## config.mk

```make
export PLATFORM = sky130hd
export DESIGN_NAME = div_seq
export DESIGN_NICKNAME = d
export VERILOG_FILES = /design/src/rtl/calc_pkg.sv /design/src/rtl/div_step.sv /design/src/rtl/div_seq.sv
export SDC_FILE = /design/constraint.sdc
export NUM_CORES = 1
export LEC_CHECK = 0
export CAP_MARGIN = 20
export CORE_MARGIN = 2
export CORE_UTILIZATION = 52
export CTS_CLUSTER_DIAMETER = 100
export DETAILED_ROUTE_END_ITERATION = 8
export PLACE_DENSITY = 0.8
export SYNTH_ARGS = -nofsm -noshare
export SYNTH_HDL_FRONTEND = slang
export SYNTH_SLANG_ARGS = --single-unit
export TNS_END_PERCENT = 50
```

## constraint.sdc

```tcl
create_clock -name clk -period 3.3 [get_ports clk]
set_clock_uncertainty 0.15 [all_clocks]
set_input_delay 0.495 -clock clk [delete_from_list [all_inputs] [get_ports clk]]
set_output_delay 0.495 -clock clk [all_outputs]
set_load 0.05 [all_outputs]
```

## src/rtl/calc_pkg.sv

```systemverilog
// Shared definitions for the calculator datapath.
//   state_t     : controller states for the sequential divider
//   CALC_WIDTH  : default operand width of the calculator (4-bit x/y)
//   TRIAL_W     : width the trial-subtract helper works at. It supports any
//                 operand width up to TRIAL_W-1 (32 bits).
//   trial_sub   : unsigned subtract used for the restoring trial. Operands are
//                 zero-extended by the caller. A borrow shows up as ones in
//                 every bit above the operand width.
package calc_pkg;

  typedef enum logic [1:0] {
    IDLE = 2'd0,
    ITER = 2'd1,
    DONE = 2'd2
  } state_t;

  localparam int CALC_WIDTH = 4;
  localparam int TRIAL_W    = 33;

  function automatic logic [TRIAL_W-1:0] trial_sub(input logic [TRIAL_W-1:0] a,
                                                   input logic [TRIAL_W-1:0] b);
    return a - b;
  endfunction

endpackage

```

## src/rtl/div_step.sv

```systemverilog
// One restoring-division step, purely combinational.
//   rem     in  WIDTH  partial remainder (always < y)
//   q       in  WIDTH  quotient shift register; the MSB is the next dividend bit
//   y       in  WIDTH  divisor (non-zero)
//   rem_nxt out WIDTH  partial remainder after this step
//   q_nxt   out WIDTH  q shifted left, with the new quotient bit in the LSB
// WIDTH must be between 2 and 32.
module div_step
  import calc_pkg::*;
#(
  parameter int WIDTH = CALC_WIDTH
) (
  input  logic [WIDTH-1:0] rem,
  input  logic [WIDTH-1:0] q,
  input  logic [WIDTH-1:0] y,
  output logic [WIDTH-1:0] rem_nxt,
  output logic [WIDTH-1:0] q_nxt
);

  logic [WIDTH:0]     shifted;
  logic [TRIAL_W-1:0] trial;
  logic               neg;

  // {rem,q} << 1: the remainder picks up the dividend bit leaving q.
  assign shifted = {rem, q[WIDTH-1]};
  assign trial   = trial_sub(TRIAL_W'(shifted), TRIAL_W'(y));

  // A non-negative trial is < y, so every bit from WIDTH upward is zero.
  // A borrow sets all of them.
  assign neg = |trial[TRIAL_W-1:WIDTH];

  // When the trial is negative, shifted < y < 2^WIDTH, so dropping its MSB is safe.
  assign rem_nxt = neg ? shifted[WIDTH-1:0] : trial[WIDTH-1:0];
  assign q_nxt   = {q[WIDTH-2:0], ~neg};

endmodule

```

## src/rtl/div_seq.sv

```systemverilog
// Multi-cycle restoring divider for the calculator datapath.
// It accepts one x/y pair per input handshake and runs one shift-subtract
// step per clock. It returns quotient, remainder and a divide-by-zero flag
// through an output handshake.
//   clk, rst          clock; synchronous active-high reset
//   in_valid/in_ready input handshake; in_ready is high only in IDLE
//   x, y              dividend/divisor, sampled only on accept
//   out_valid/out_ready result handshake; the result is held while out_ready is low
//   quotient, remainder, div_by_zero  registered result
//   busy              high whenever the controller is not IDLE
// Build option: define DIV_SEQ_SIGNED_EN for two's-complement operands.
// The quotient then truncates toward zero and the remainder takes the
// dividend's sign.
module div_seq
  import calc_pkg::*;
#(
  parameter int WIDTH = CALC_WIDTH
) (
  input  logic             clk,
  input  logic             rst,
  input  logic             in_valid,
  output logic             in_ready,
  input  logic [WIDTH-1:0] x,
  input  logic [WIDTH-1:0] y,
  output logic             out_valid,
  input  logic             out_ready,
  output logic [WIDTH-1:0] quotient,
  output logic [WIDTH-1:0] remainder,
  output logic             div_by_zero,
  output logic             busy
);

  localparam int CNT_W = $clog2(WIDTH);
  localparam logic [CNT_W-1:0] CNT_INIT = CNT_W'(WIDTH - 1);

  state_t           state, state_nxt;
  logic             accept, last;
  logic [CNT_W-1:0] cnt;
  logic [WIDTH-1:0] rem_r, q_r, y_r;
  logic [WIDTH-1:0] rem_step, q_step;
  logic [WIDTH-1:0] x_mag, y_mag, q_fin, r_fin;

  assign accept = in_valid & in_ready;
  assign last   = (cnt == '0);

`ifdef DIV_SEQ_SIGNED_EN
  logic sx, sq;

  // The most-negative value maps onto itself. Read as unsigned, that is the
  // correct magnitude, so the -8 / -1 overflow comes out as 1000 with no flag.
  function automatic logic [WIDTH-1:0] mag(input logic [WIDTH-1:0] v);
    return v[WIDTH-1] ? -v : v;
  endfunction

  function automatic logic [WIDTH-1:0] apply_sign(input logic [WIDTH-1:0] v, input logic neg);
    return neg ? -v : v;
  endfunction

  assign x_mag = mag(x);
  assign y_mag = mag(y);
  assign q_fin = apply_sign(q_step, sq);
  assign r_fin = apply_sign(rem_step, sx);
`else
  assign x_mag = x;
  assign y_mag = y;
  assign q_fin = q_step;
  assign r_fin = rem_step;
`endif

  div_step #(.WIDTH(WIDTH)) u_step (
    .rem     (rem_r),
    .q       (q_r),
    .y       (y_r),
    .rem_nxt (rem_step),
    .q_nxt   (q_step)
  );

  // State register
  always_ff @(posedge clk) begin
    if (rst) state <= IDLE;
    else     state <= state_nxt;
  end

  // Next-state logic
  always_comb begin
    state_nxt = state;
    case (state)
      IDLE:    if (accept) state_nxt = (y == '0) ? DONE : ITER;
      ITER:    if (last) state_nxt = DONE;
      DONE:    if (out_ready) state_nxt = IDLE;
      default: state_nxt = IDLE;
    endcase
  end

  // Outputs decoded from the state register
  always_comb begin
    in_ready  = (state == IDLE);
    out_valid = (state == DONE);
    busy      = (state != IDLE);
  end

  // Datapath registers
  always_ff @(posedge clk) begin
    if (rst) begin
      rem_r       <= '0;
      q_r         <= '0;
      y_r         <= '0;
      cnt         <= '0;
      quotient    <= '0;
      remainder   <= '0;
      div_by_zero <= 1'b0;
`ifdef DIV_SEQ_SIGNED_EN
      sx          <= 1'b0;
      sq          <= 1'b0;
`endif
    end else begin
      case (state)
        IDLE: begin
          if (accept) begin
            if (y == '0) begin
              // The divider loop is skipped; remainder carries the raw dividend.
              quotient    <= '1;
              remainder   <= x;
              div_by_zero <= 1'b1;
            end else begin
              rem_r       <= '0;
              q_r         <= x_mag;
              y_r         <= y_mag;
              cnt         <= CNT_INIT;
              div_by_zero <= 1'b0;
`ifdef DIV_SEQ_SIGNED_EN
              sx          <= x[WIDTH-1];
              sq          <= x[WIDTH-1] ^ y[WIDTH-1];
`endif
            end
          end
        end
        ITER: begin
          rem_r <= rem_step;
          q_r   <= q_step;
          cnt   <= cnt - 1'b1;
          if (last) begin
            quotient  <= q_fin;
            remainder <= r_fin;
          end
        end
        default: ;
      endcase
    end
  end

endmodule

```

==> metrics.cfg <==
[outcome]
outcome = complete, no violations

[pwr]
pwr-share-seq_pct = 40.8
switching_share_pct = 39.8
p_leak_nw = 0.673
p_int_mw = 0.549
power_mw = 0.912
powerDensity_nw_per_um2 = 534
p_sw_mw = 0.363
clockPowerShare_pct = 14.9
peakVddDrop_uv = 367
combPwrFrac_pct = 44.3

[worst_setup_path]
crit_arrival_ps = 2680
rrSetupSlack_ps = 690
start_kind = register
r2r_cells = 9
r2r_end = rem_r[1]
timing.critical_path.to = rem_r[1]
crit_required_ps = 3370
startpoint = q_r[3]
critPathKind = reg2reg
end_kind = register
crit_fanout = 5
timing.rr.start = q_r[3]

[routing]
wl_mm = 3.22
viasPerCell = 6.01
firstDrtPassIters = 4
drc = 0
vias = 1323
drtIter0Drc = 54
post_drt_wl_per_cell_um = 14.6
final_antenna_net_count = 0

[logic_synthesis]
ys_ff_latch = 25
netlist_top_cells_count = 25 x dfxtp_1, 20 x nor2_1, 13 x nand2_1
syn_area_um2 = 1450
synth_top_area_share_pct = 34.6
ys_top_cells_by_area = dfxtp_1 35%, nor2_1 5.2%, ha_1 4.3%
yosysSeqAreaShare_pct = 34.6
avgSynthCellArea_um2 = 8.52
synth_enable_flop_cells = 0
post-synth-top-count-cell = dfxtp_1
async_reset_ff_share_pct = 0
yosysWarnings = 0
ys_types = 48
syn_nets = 188
yosysTopAreaCell = dfxtp_1
syn_inst = 170
synth_ff_type = dfxtp_1

[sta]
min_period_ps = 2610
postLayoutSetupSlackWorst_ps = 691
drv_slew = 0
worst_slew_pin_slew_ps = 645
fin_crit_sh_pct = 79.1
finalHoldViolCount = 0
fmax_mhz = 383
rsz0062_at_grt = false
relSlewSlack_pct = 56.9
setup_viol = 0
tns_ps = 0

[cells_and_area]
diodes = 0
syn_to_final_growth_pct = 18.0
layout-drive-gt1-share_pct = 6.88
nets = 208
finalNonFillerCells = 220

[global_route]
grt_util_all_layers_pct = 20.9
grt_pass1_wl_mm = 5.54
grt-ovfl-total = 0
grt_max_degree = 18
grt_pass1_vias = 1278
antenna_found_initial = 0

[cts]
clk_pin_slew_ps = 140
cts_tree = yes
cts_buffers = 3
ctsHoldBuffers = 0
cts.sinks = 25
root_buffer = clkbuf_4
cts.repair.resized = 0
insertion_delay_ps = 320
post_cts_buffers = 0
htreeDepth = 1
clock_path_buffers = 2

[placement]
numPlacedInstances = 216
io_buffers = 23
dp_slack_ps = 752
place_congestion = 0.851
dp.final_hpwl_mm = 2.46

[floorplanning]
die_height_um = 56.8
rows = 19
io_pins = 24
initial_core_util_pct = 53.4
die_width_um = 56.8
core_area_um2 = 2710
die_area_um2 = 3220

[job]
drv_cap = 0

[min_path]
hold_path.class = reg2reg
min_from = div_by_zero

## cell usage in the layout, fill, tap and decap left out, drive strengths merged, types with 4 or more instances in the layout
master and n:
o21a 4, ha 5, inv 9, o21ai 9, dfxtp 25, nor3 4
and2 4, nor2 20, clkdlybuf4s50 23, a21oi 8, nand2 13, mux2i 4
a22o 6, a211oi 6
## power groups by stage
stage / sequential, mW / combinational [mW] / clock (mW)
after global routing: 0.378 / 0.437 / 0.149
after global placement: 0.377 / 0.393 / 0
after detailed placement: 0.379 / 0.401 / 0
after floorplan: 0.425 / 0.251 / 0
final: 0.372 / 0.404 / 0.136
after CTS: 0.372 / 0.403 / 0.137
## how the worst min path moves through the flow
stage,to,depth (start not counted)
after detailed placement,div_by_zero,1
after floorplan,y_r[1],1
after CTS,div_by_zero,1
final,div_by_zero,1
after global placement,div_by_zero,1
after global routing,div_by_zero,1
## critical path, stage by stage, from the launching register on
cell	delay, ps
dfxtp_1	360
inv_1	80
ha_1	180
inv_1	80
fa_1	470
a211oi_2	330
o21ai_1	140
o311a_4	190
mux2_4	310
a22o_1	220
## routing by layer
metal,global-route usage [%],share of wire [%]
met1,27.2,49
met2,36.2,47
met3,2.53,3.4
met4,5.65,0.62
met5,0,0
## cell families after synthesis
group | after synthesis | synth area share [%]
AND/OR/NAND/NOR | 62 | 21.4
AO/OA/AOI/OAI | 52 | 28.3
flip-flops | 25 | 34.6
buffers and inverters | 19 | 5.62
adder cells (fa/ha/maj) | 6 | 5.70
multiplexers | 5 | 3.80
XOR/XNOR | 1 | 0.605
## final cells by class
cell class | instances | area (um^2)
Clock inverter | 1 | 5.00
Multi-Input combinational cell | 126 | 866
Inverter | 10 | 37.5
Sequential cell | 25 | 500
Timing Repair Buffer | 24 | 238
Tap cell | 31 | 38.8
Clock buffer | 3 | 22.5
Fill cell | 256 | 1000
## sequential cells by signal, summed over array words and instances, names as in the netlist
signal and flops:
cnt 2, y_r 4, q_r 4, rem_r 4, quotient 4, div_by_zero 1, state 2, remainder 4
## per-stage QoR
| step | util (%) | cell area (um^2) | hold slack, ps |
|---|---|---|---|
| 2_1_floorplan | - | 1450 | 299 |
| 3_3_place_gp | 62.0 | 1680 | 306 |
| 3_5_place_dp | 62.0 | 1680 | 304 |
| 4_1_cts | 63.0 | 1710 | 334 |
| 5_1_grt | 63.0 | 1710 | 361 |
| 6_report | 63.0 | 1710 | 328 |
No activity file was read; power rests on OpenSTA's default activity.
